$ cat src/rtl/keypad_scanner_if.sv
// Key handoff bundle between keypad_scanner (master) and the safe controller (slave).
// A key transfers on a clock edge where key_valid and key_ready are both high.
interface keypad_scanner_if;
    logic [3:0] key_code;
    logic       key_valid;
    logic       key_ready;
    logic       overrun;

    modport master (
        output key_code,
        output key_valid,
        output overrun,
        input  key_ready
    );

    modport slave (
        input  key_code,
        input  key_valid,
        input  overrun,
        output key_ready
    );
endinterface

$ cat src/rtl/keypad_scanner.sv
// 3x4 keypad column scanner and debouncer with a valid/ready holding register.
// Define KEYPAD_REPEAT_EN to re-emit a held key every REPEAT_FRAMES frames.
module keypad_scanner #(
    parameter int unsigned SCAN_DIV      = 16,
    parameter int unsigned DEBOUNCE      = 4,
    parameter int unsigned REPEAT_FRAMES = 8
) (
    input  logic             clk,
    input  logic             rst_n,
    input  logic [3:0]       row_in,
    output logic [2:0]       col_out,
    keypad_scanner_if.master key
);
    localparam int unsigned     DivW    = $clog2(SCAN_DIV);
    localparam logic [DivW-1:0] DivLast = DivW'(SCAN_DIV - 1);
    localparam logic [3:0]      DebLast = 4'(DEBOUNCE);

    typedef enum logic [1:0] {StScan, StDeb, StHeld} state_e;

    logic [3:0]      row_meta_q, row_sync_q;
    logic [DivW-1:0] div_q;
    logic [2:0]      col_q;
    logic [1:0]      hits_q, hits_d;
    logic [3:0]      code_q, code_d;
    state_e          state_q, state_d;
    logic [3:0]      cand_q, cand_d;
    logic [3:0]      cnt_q, cnt_d;
    logic [3:0]      rel_q, rel_d;
    logic [3:0]      key_code_q, key_code_d;
    logic            key_valid_q, key_valid_d;
    logic            overrun_q, overrun_d;
    logic            slot_end, frame_end, emit, xfer;
    logic [2:0]      smp_cnt, hit_sum;
    logic [1:0]      smp_row, col_idx;
    logic [3:0]      smp_code;
    logic            res_none, res_key;
`ifdef KEYPAD_REPEAT_EN
    localparam int unsigned    RepW    = $clog2(REPEAT_FRAMES + 1);
    localparam logic [RepW-1:0] RepLast = RepW'(REPEAT_FRAMES - 1);
    logic [RepW-1:0] rep_q, rep_d;
`endif

    assign slot_end  = (div_q == DivLast);
    assign frame_end = slot_end && col_q[2];

    // Decode the synchronized rows seen in the current column slot.
    always_comb begin
        smp_cnt = 3'd0;
        smp_row = 2'd0;
        for (int i = 0; i < 4; i++) begin
            if (row_sync_q[i]) begin
                smp_cnt = smp_cnt + 3'd1;
                smp_row = 2'(i);
            end
        end
        col_idx = 2'd0;
        unique case (col_q)
            3'b001:  col_idx = 2'd0;
            3'b010:  col_idx = 2'd1;
            3'b100:  col_idx = 2'd2;
            default: col_idx = 2'd0;
        endcase
        smp_code = 4'h0;
        if (smp_row == 2'd3) begin
            unique case (col_idx)
                2'd0:    smp_code = 4'hA;
                2'd1:    smp_code = 4'h0;
                default: smp_code = 4'hB;
            endcase
        end else begin
            smp_code = {2'b00, smp_row} * 4'd3 + {2'b00, col_idx} + 4'd1;
        end
    end

    // Hit count saturates at 2; anything above one hit is MULTI.
    always_comb begin
        hits_d  = hits_q;
        code_d  = code_q;
        hit_sum = 3'd0;
        if (slot_end) begin
            hit_sum = {1'b0, hits_q} + smp_cnt;
            hits_d  = (hit_sum > 3'd2) ? 2'd2 : hit_sum[1:0];
            if (smp_cnt == 3'd1) code_d = smp_code;
        end
    end

    assign res_none = (hits_d == 2'd0);
    assign res_key  = (hits_d == 2'd1);

    always_comb begin
        state_d = state_q;
        cand_d  = cand_q;
        cnt_d   = cnt_q;
        rel_d   = rel_q;
        emit    = 1'b0;
`ifdef KEYPAD_REPEAT_EN
        rep_d   = rep_q;
`endif
        if (frame_end) begin
            unique case (state_q)
                StScan: begin
                    if (res_key) begin
                        cand_d = code_d;
                        cnt_d  = 4'd1;
                        if (DebLast == 4'd1) begin
                            emit    = 1'b1;
                            rel_d   = 4'd0;
                            state_d = StHeld;
`ifdef KEYPAD_REPEAT_EN
                            rep_d   = '0;
`endif
                        end else begin
                            state_d = StDeb;
                        end
                    end
                end
                StDeb: begin
                    if (res_key && code_d == cand_q) begin
                        cnt_d = cnt_q + 4'd1;
                        if (cnt_q + 4'd1 == DebLast) begin
                            emit    = 1'b1;
                            rel_d   = 4'd0;
                            state_d = StHeld;
`ifdef KEYPAD_REPEAT_EN
                            rep_d   = '0;
`endif
                        end
                    end else begin
                        state_d = StScan;
                    end
                end
                StHeld: begin
                    if (res_none) begin
                        rel_d = rel_q + 4'd1;
                        if (rel_q + 4'd1 == DebLast) state_d = StScan;
                    end else begin
                        rel_d = 4'd0;
                    end
`ifdef KEYPAD_REPEAT_EN
                    if (res_key && code_d == cand_q) begin
                        if (rep_q == RepLast) begin
                            emit  = 1'b1;
                            rep_d = '0;
                        end else begin
                            rep_d = rep_q + RepW'(1);
                        end
                    end else begin
                        rep_d = '0;
                    end
`endif
                end
                default: state_d = StScan;
            endcase
        end
    end

    // A full register that is not draining this cycle drops the new key.
    always_comb begin
        key_valid_d = key_valid_q;
        key_code_d  = key_code_q;
        overrun_d   = overrun_q;
        xfer        = key_valid_q && key.key_ready;
        if (xfer) key_valid_d = 1'b0;
        if (emit) begin
            if (!key_valid_q || xfer) begin
                key_valid_d = 1'b1;
                key_code_d  = cand_d;
            end else begin
                overrun_d = 1'b1;
            end
        end
    end

    always_ff @(posedge clk or negedge rst_n) begin
        if (!rst_n) begin
            row_meta_q  <= 4'd0;
            row_sync_q  <= 4'd0;
            div_q       <= '0;
            col_q       <= 3'b001;
            hits_q      <= 2'd0;
            code_q      <= 4'h0;
            state_q     <= StScan;
            cand_q      <= 4'h0;
            cnt_q       <= 4'd0;
            rel_q       <= 4'd0;
            key_code_q  <= 4'h0;
            key_valid_q <= 1'b0;
            overrun_q   <= 1'b0;
`ifdef KEYPAD_REPEAT_EN
            rep_q       <= '0;
`endif
        end else begin
            row_meta_q  <= row_in;
            row_sync_q  <= row_meta_q;
            if (slot_end) begin
                div_q <= '0;
                col_q <= {col_q[1:0], col_q[2]};
            end else begin
                div_q <= div_q + DivW'(1);
            end
            hits_q      <= frame_end ? 2'd0 : hits_d;
            code_q      <= code_d;
            state_q     <= state_d;
            cand_q      <= cand_d;
            cnt_q       <= cnt_d;
            rel_q       <= rel_d;
            key_code_q  <= key_code_d;
            key_valid_q <= key_valid_d;
            overrun_q   <= overrun_d;
`ifdef KEYPAD_REPEAT_EN
            rep_q       <= rep_d;
`endif
        end
    end

    assign col_out       = col_q;
    assign key.key_code  = key_code_q;
    assign key.key_valid = key_valid_q;
    assign key.overrun   = overrun_q;
endmodule

$ cat src/flat_wrapper.sv
// flat-port wrapper written by rule: the top's interface ports become plain ports
module keypad_scanner_flat 
#(
    parameter int unsigned SCAN_DIV      = 16,
    parameter int unsigned DEBOUNCE      = 4,
    parameter int unsigned REPEAT_FRAMES = 8
)
  (clk, rst_n, row_in, col_out, key_key_code, key_key_valid, key_overrun, key_key_ready);
  keypad_scanner_if key_i ();
  input  logic clk;
  input  logic rst_n;
  input  logic [3:0] row_in;
  output logic [2:0] col_out;
  output wire logic [$bits(key_i.key_code)-1:0] key_key_code;
  output wire logic [$bits(key_i.key_valid)-1:0] key_key_valid;
  output wire logic [$bits(key_i.overrun)-1:0] key_overrun;
  input wire logic [$bits(key_i.key_ready)-1:0] key_key_ready;
  assign key_key_code = key_i.key_code;
  assign key_key_valid = key_i.key_valid;
  assign key_overrun = key_i.overrun;
  assign key_i.key_ready = key_key_ready;
  keypad_scanner #(.SCAN_DIV(SCAN_DIV), .DEBOUNCE(DEBOUNCE), .REPEAT_FRAMES(REPEAT_FRAMES)) u_core (.clk(clk), .rst_n(rst_n), .row_in(row_in), .col_out(col_out), .key(key_i));
endmodule
$ cat config.mk
export PLATFORM = sky130hd
export DESIGN_NAME = keypad_scanner_flat
export DESIGN_NICKNAME = d
export VERILOG_FILES = /design/src/rtl/keypad_scanner_if.sv /design/src/rtl/keypad_scanner.sv /design/src/flat_wrapper.sv
export SDC_FILE = /design/constraint.sdc
export NUM_CORES = 1
export LEC_CHECK = 0
export ABC_AREA = 1
export CAP_MARGIN = 10
export CORE_MARGIN = 2
export CORE_UTILIZATION = 49
export DETAILED_ROUTE_END_ITERATION = 8
export PLACE_DENSITY_LB_ADDON = 0.05
export SLEW_MARGIN = 20
export SYNTH_ARGS = -nofsm -noshare
export SYNTH_HDL_FRONTEND = slang
export SYNTH_SLANG_ARGS = --single-unit
export TNS_END_PERCENT = 1
$ cat constraint.sdc
create_clock -name clk -period 3 [get_ports clk]
set_clock_uncertainty 0.05 [all_clocks]
set_input_delay 0.6 -clock clk [delete_from_list [all_inputs] [get_ports clk]]
set_output_delay 0.6 -clock clk [all_outputs]
set_load 0.1 [all_outputs]
* After elaboration in Yosys (flattened, before gate mapping)
Index checks and enable logic that the tools add are counted.
Storage, ports and cells: output and inout bits 9, flip-flop bits (word level) 41
Cells by class: multiply operators 1, bitwise gates (word level) 1, mux-type cells 39, eq/ne operators 18, magnitude comparators 1, add/subtract/negate cells 9, reduce and logical (&&, ||, !) cells 15
Operators with widths (number):
- $mux W4 | 12
- $pmux W4 S2 | 3
- $mux W2 | 10
- $add A4 B1 Y4 const B | 4
- $ne A2 B1 Y1 const B | 5
- $mux W1 | 9
- $mux W3 | 3
- $eq A4 B3 Y1 const B | 2
- $reduce_and A4 Y1 | 2
- $add A3 B1 Y3 const B | 2
- $eq A2 B1 Y1 const B | 3
- $logic_not A2 Y1 | 3
- $pmux W2 S3 | 1
- $reduce_and A5 Y1 | 1
- $add A4 B2 Y4 | 1
- $eq A2 B2 Y1 const B | 2
- $eq A4 B4 Y1 | 1
- $eq A4 B4 Y1 const B | 1
- $mul A2 B2 Y4 const B | 1
- $pmux W2 S2 | 1
- $reduce_and A2 Y1 | 2
- $reduce_bool A2 Y1 | 2
- $add A2 B3 Y3 | 1
- $eq A3 B1 Y1 const B | 1
- other kinds (9) | 11

* Logic depth before layout (Yosys ltp)
Gate-level depths: netlist of run 1.
word-level depth 17, depth in mapped cells 23, mapped depth without buffers 23

* Worst setup path after synthesis of run 1
OpenSTA, ideal clock, no wires.
path type register to register, from register u_core.col_q[1] (netlist: u_core.col_out[1]), to register u_core.cnt_q[0], setup slack -0.347 ns, arrival time 3.180 ns, setup time 0.117 ns, cell stages (with the launch flop) 16, cell sequence dfrtp_1 -> inv_1 -> nand3_1 -> inv_1 -> fa_1 -> fa_1 -> mux2i_1 -> nand3_1 -> nand3_1 -> nand2_1 -> nor2_2 -> nand3_2 -> nand2_4 -> nand3_2 -> nand2_1 -> nand2_1
On the way: cells in the longest elaborated chain, start to end 11
RTL lines:
- from (decl) | line keypad_scanner.sv:22 | logic [2:0] col_q;
- from (signal assigned) | line keypad_scanner.sv:197 | col_q <= {col_q[1:0], col_q[2]};
- $eq A3 B3 Y1 or $eq A3 B2 Y1 (tied branches) | line keypad_scanner.sv:57 | unique case (col_q)
- $pmux W2 S2 (*) | line keypad_scanner.sv:57
- $add A4 B2 Y4 (tied with other cells) | line keypad_scanner.sv:71 | smp_code = {2'b00, smp_row} * 4'd3 + {2'b00, col_idx} + 4'd1;
- $add A4 B1 Y4 or $pmux W4 S2 (tied branches) | line keypad_scanner.sv:71, keypad_scanner.sv:65
- $mux W4 (*) | line keypad_scanner.sv:64 | if (smp_row == 2'd3) begin
- $mux W4 (*) | line keypad_scanner.sv:83 | if (smp_cnt == 3'd1) code_d = smp_code;
- $mux W4 (*) | line keypad_scanner.sv:80 | if (slot_end) begin
- $eq A4 B4 Y1 (*) | line keypad_scanner.sv:118 | if (res_key && code_d == cand_q) begin
- $logic_and A1 B1 Y1 (*) | line keypad_scanner.sv:118
- $ne A2 B1 Y1 (no line) (*)
- $reduce_and A4 Y1 (no line) (*)
- to (signal assigned) | line keypad_scanner.sv:205 | cnt_q <= cnt_d;
- to (decl) | line keypad_scanner.sv:27 | logic [3:0] cnt_q, cnt_d;
Mark *: on every way between the ends. The rest lies on a longest branch, timed or not. A chain may end at the register's enable or synchronous reset.

* Worst setup path in the final report of run 1
from register u_core.row_sync_q[0], to register u_core.cnt_q[0]
On the way: cells in the longest elaborated chain, start to end 15
RTL lines:
- from (decl) | line keypad_scanner.sv:20 | logic [3:0] row_meta_q, row_sync_q;
- from (signal assigned) | line keypad_scanner.sv:194 | row_sync_q <= row_meta_q;
- $mux W1 (*) | line keypad_scanner.sv:51 | if (row_sync_q[i]) begin
- $add A1 B1 Y2 | line keypad_scanner.sv:52 | smp_cnt = smp_cnt + 3'd1;
- $mux W3 (*) | line keypad_scanner.sv:51
- $add A3 B1 Y3 | line keypad_scanner.sv:52
- $mux W3 (*) | line keypad_scanner.sv:51
- $add A3 B1 Y3 | line keypad_scanner.sv:52
- $mux W3 (*) | line keypad_scanner.sv:51
- $add A2 B3 Y3 | line keypad_scanner.sv:81 | hit_sum = {1'b0, hits_q} + smp_cnt;
- $gt A3 B2 Y1 | line keypad_scanner.sv:82 | hits_d = (hit_sum > 3'd2) ? 2'd2 : hit_sum[1:0];
- $mux W2 | line keypad_scanner.sv:82
- $mux W2 | line keypad_scanner.sv:80
- $eq A2 B1 Y1 | line keypad_scanner.sv:88 | assign res_key = (hits_d == 2'd1);
- $logic_and A1 B1 Y1 | line keypad_scanner.sv:118
- $ne A2 B1 Y1 (no line)
- $reduce_and A4 Y1 (no line) (*)
Marks and branches as above.

==> impl_results.md, run 1 <==
* Status: finished, final reports clean
* Cell with the largest stage delay on the worst path: sky130_fd_sc_hd__fa_2
* Power per cell area at 464 nW/um2
* Area added between synthesis and finish at 26.8%
* Number of antenna violations at the first check in global routing at 0
* Final estimated routing congestion in global placement at 0.769
* Syn_nets at 335
* Crit path top cell by count: sky130_fd_sc_hd__nand2_2
* Ports placed on the boundary at 16
* Setup Total Neg Slack at 0 ns
* Initial standard-cell utilization of the core at 0.517
* Synth Register Bits at 41
* Final worst setup slack at 0.0207 ns
* Worst-path fanout max at 5
* Cell chain of the critical path: inv_2 -> ha_4 -> inv_2 -> nand2_2 -> nand2_2 -> inv_2 -> ha_4 -> nand2_2 -> nand2_2 -> inv_2 -> fa_2 -> nand4_1 -> nand2_2 -> nand2_4 -> nor2_4 -> nand3_4 -> nand2_4 -> nand3_4 -> nand2_1 -> nand2_1
* Fraction of layout instances using a drive strength above 1 at 0.298
* Via density per instance at 4.86
* Commonest non-fill, non-tap cell in the layout: sky130_fd_sc_hd__nand2_1
* Clock transition at the registers of the reported paths at 0.08 ns
* Antenna diodes at 0
* Worst supply voltage drop on vdd at 305 uV
* Total of buffers placed on input and output ports at 15
* Total via count after detailed routing at 2054
* Overflow left after global routing at 0
* Number of global-route vias before repair at 2013
* GRT Util Overall at 0.202
* Startpoint type of the worst setup path: register
* Data arrival, critical path at 3.12 ns
* Htree depth at 2
* Maximum buffer depth of the clock tree at 2
* Rel. slew slack at 0.399
* YS warnings at 0
* Wire length of the first global-routing pass at 8740 um
* DR pass1 iterations at 4
* Largest net degree at the start of global routing at 42
* CTS tree: done
* Reg2Reg Setup Slack at 0.02 ns
* CTS Root Buffer Type: sky130_fd_sc_hd__clkbuf_8
* Placement row count at 25
* Pre-CTS setup slack at -0.145 ns
* Unrepaired setup endpoints after global routing: true
* Post-synth cell types at 29
* Final routed DRC violation total at 0
* Final Setup Violations at 0
* Clock buffer count from CTS at 5
* Final Routed Wirelength at 5170 um
* Crit path kind: reg -> reg
* CTS sink cnt at 41
* Final nets at 380
* Die height at 75.1 um
* Synthesized area at 2480 um2
* Max Clock Freq at 336 MHz
* Mean instance size in the synthesized netlist at 7.99 um2
* Core Util, Final at 0.656
* Required time reported for the critical path endpoint at 3.14 ns
* Detailed placement HPWL at 3640 um
* Final period demand of the worst path at 2.98 ns
* Actual slew at the worst max-slew pin at 0.901 ns
* Drt wl/cell at 12.2 um
* Total Die Area at 5640 um2
* Hold-fix buffers at CTS at 0
* Slew Limit Fails at 0
* Min-Delay Path Class: reg -> reg
* Die outline width at 75.1 um
* Synthesized instance count at 310
* DRC marker count from the first detailed-route iteration at 74
* Core region area at 4790 um2
* Commonest cells after routing, fill and taps aside: sky130_fd_sc_hd__nand2_1, sky130_fd_sc_hd__inv_1, sky130_fd_sc_hd__dfrtp_1
* Sequential fraction of the synthesis area at 0.415
* Max stage delay on crit path at 0.56 ns
* DRT antenna net count at 0
* Number of hold-slack violations in the final timing report at 0
* Max-Cap Viols at 0
* Crit path capture type: register
* Clock latency at the later pin of the worst-skew pair at 0.29 ns
* Period utilisation layout at 0.993
* Leakage dissipation at 1.62 nW
-- per-layer routing --
layer	vias up	part of all wire	track usage
li1	1071	-	-
met1	953	0.48	0.271
met2	21	0.49	0.339
met3	9	0.024	0.0402
met4	0	0.010	0.0476
met5	-	0	0
-- cell usage after synthesis --
master / instances / area (um2)
sky130_fd_sc_hd__fa_1: 3 / 60.1
sky130_fd_sc_hd__o21bai_2: 1 / 11.3
sky130_fd_sc_hd__nand4_1: 16 / 100
sky130_fd_sc_hd__a21oi_1: 4 / 20.0
sky130_fd_sc_hd__inv_1: 52 / 195
sky130_fd_sc_hd__o21a_1: 1 / 7.51
sky130_fd_sc_hd__mux2i_1: 1 / 10.0
sky130_fd_sc_hd__a31oi_1: 1 / 6.26
sky130_fd_sc_hd__xor2_1: 1 / 8.76
sky130_fd_sc_hd__nand2_2: 5 / 31.3
sky130_fd_sc_hd__nor3_1: 5 / 25.0
sky130_fd_sc_hd__nand3_1: 28 / 140
sky130_fd_sc_hd__ha_1: 15 / 188
sky130_fd_sc_hd__o21ai_0: 5 / 25.0
sky130_fd_sc_hd__nand3_2: 3 / 30.0
sky130_fd_sc_hd__nor2_4: 3 / 33.8
sky130_fd_sc_hd__nand2_4: 5 / 56.3
sky130_fd_sc_hd__or2_2: 1 / 6.26
sky130_fd_sc_hd__dfstp_2: 1 / 26.3
sky130_fd_sc_hd__nor2_2: 2 / 12.5
sky130_fd_sc_hd__nor2_1: 15 / 56.3
sky130_fd_sc_hd__xnor2_1: 3 / 26.3
sky130_fd_sc_hd__clkinv_1: 1 / 3.75
sky130_fd_sc_hd__nand2_1: 92 / 345
sky130_fd_sc_hd__nor2_8: 1 / 20.0
sky130_fd_sc_hd__inv_2: 2 / 7.51
sky130_fd_sc_hd__nor4_2: 1 / 12.5
sky130_fd_sc_hd__dfrtp_1: 40 / 1000
sky130_fd_sc_hd__o21ai_1: 2 / 10.0
-- power by group --
group / leakage, nW / internal [mW] / switching (mW)
Combinational: 1.02 / 0.164 / 0.225
Clock: 0.0574 / 0.271 / 0.200
Sequential: 0.534 / 0.582 / 0.0150
Total: 1.62 / 1.02 / 0.440
-- stage by stage --
step / hold WS [ns] / power [mW] / area, um2 / std cells
floorplan: 0.254 / 0.804 / 2490 / 310
global placement: 0.282 / 0.892 / 2810 / 407
detailed placement: 0.285 / 0.899 / 2810 / 407
global route: 0.312 / 1.54 / 3140 / 423
CTS: 0.303 / 1.43 / 3050 / 421
finish: 0.300 / 1.46 / 3140 / 423
-- worst max-delay path: cells and delay by family (launching register included) --
kind	cells	cell delay (ns)
adders and majority gates	3	1.03
DFF	1	0.40
buffers and inverters	4	0.23
and+or+nand+nor	13	1.16
-- final timing paths --
kind                                 startpoint                   end  cells past startpoint
min                        u_core.row_meta_q[0]  u_core.row_sync_q[0]                      0
max reg2reg                u_core.row_sync_q[0]       u_core.cnt_q[0]                     20
min in group asynchronous                 rst_n      u_core.code_q[0]                      1
max                        u_core.row_sync_q[0]       u_core.cnt_q[0]                     20
min reg2reg                u_core.row_meta_q[0]  u_core.row_sync_q[0]                      0
max in group asynchronous                 rst_n     u_core.col_out[2]                      1
-- flip-flops by register name, indices dropped and copies added (netlist names), 3 cells and up --
signal / cells
u_core.div_q: 4
u_core.key.key_code: 4
u_core.row_meta_q: 4
u_core.cnt_q: 4
u_core.row_sync_q: 4
u_core.rel_q: 4
u_core.cand_q: 4
u_core.col_out: 3
u_core.code_q: 4
-- area by class of cell --
| type | instances | area [um2] |
|---|---|---|
| Clock buffer | 6 | 82.6 |
| Multi-Input combinational cell | 215 | 1400 |
| Timing Repair Buffer | 37 | 288 |
| Tap cell | 67 | 83.8 |
| Sequential cell | 41 | 1030 |
| Inverter | 55 | 211 |
| Fill cell | 411 | 1650 |
| Clock inverter | 2 | 37.5 |
-- cell families (layout without fill, tap and decap cells) --
group	after synthesis	count (layout)	share of synthesized area
xor+xnor	4	4	0.0142
simple gates	177	178	0.351
buf+inv	55	100	0.0834
fa+ha+maj	18	18	0.100
compound gates	14	14	0.0323
mux	1	1	0.00404
flops	41	41	0.415
-- repair_timing --
| item | in CTS | in global routing |
|---|---|---|
| resized for setup | 23 | 23 |
| pin swaps | 16 | 25 |
| setup endpoints to repair | 16 | 19 |
| cloned | 1 | 0 |
| buffers inserted | 5 | 2 |
Note: power is estimated with default switching activity, not from simulation.
==> run 2, diff against run 1 <==
Settings changed: CAP_MARGIN 10 to 20.
==> results of run 2 <==
Same layout as run 1: the final DEF is identical, and so are final timing and power.
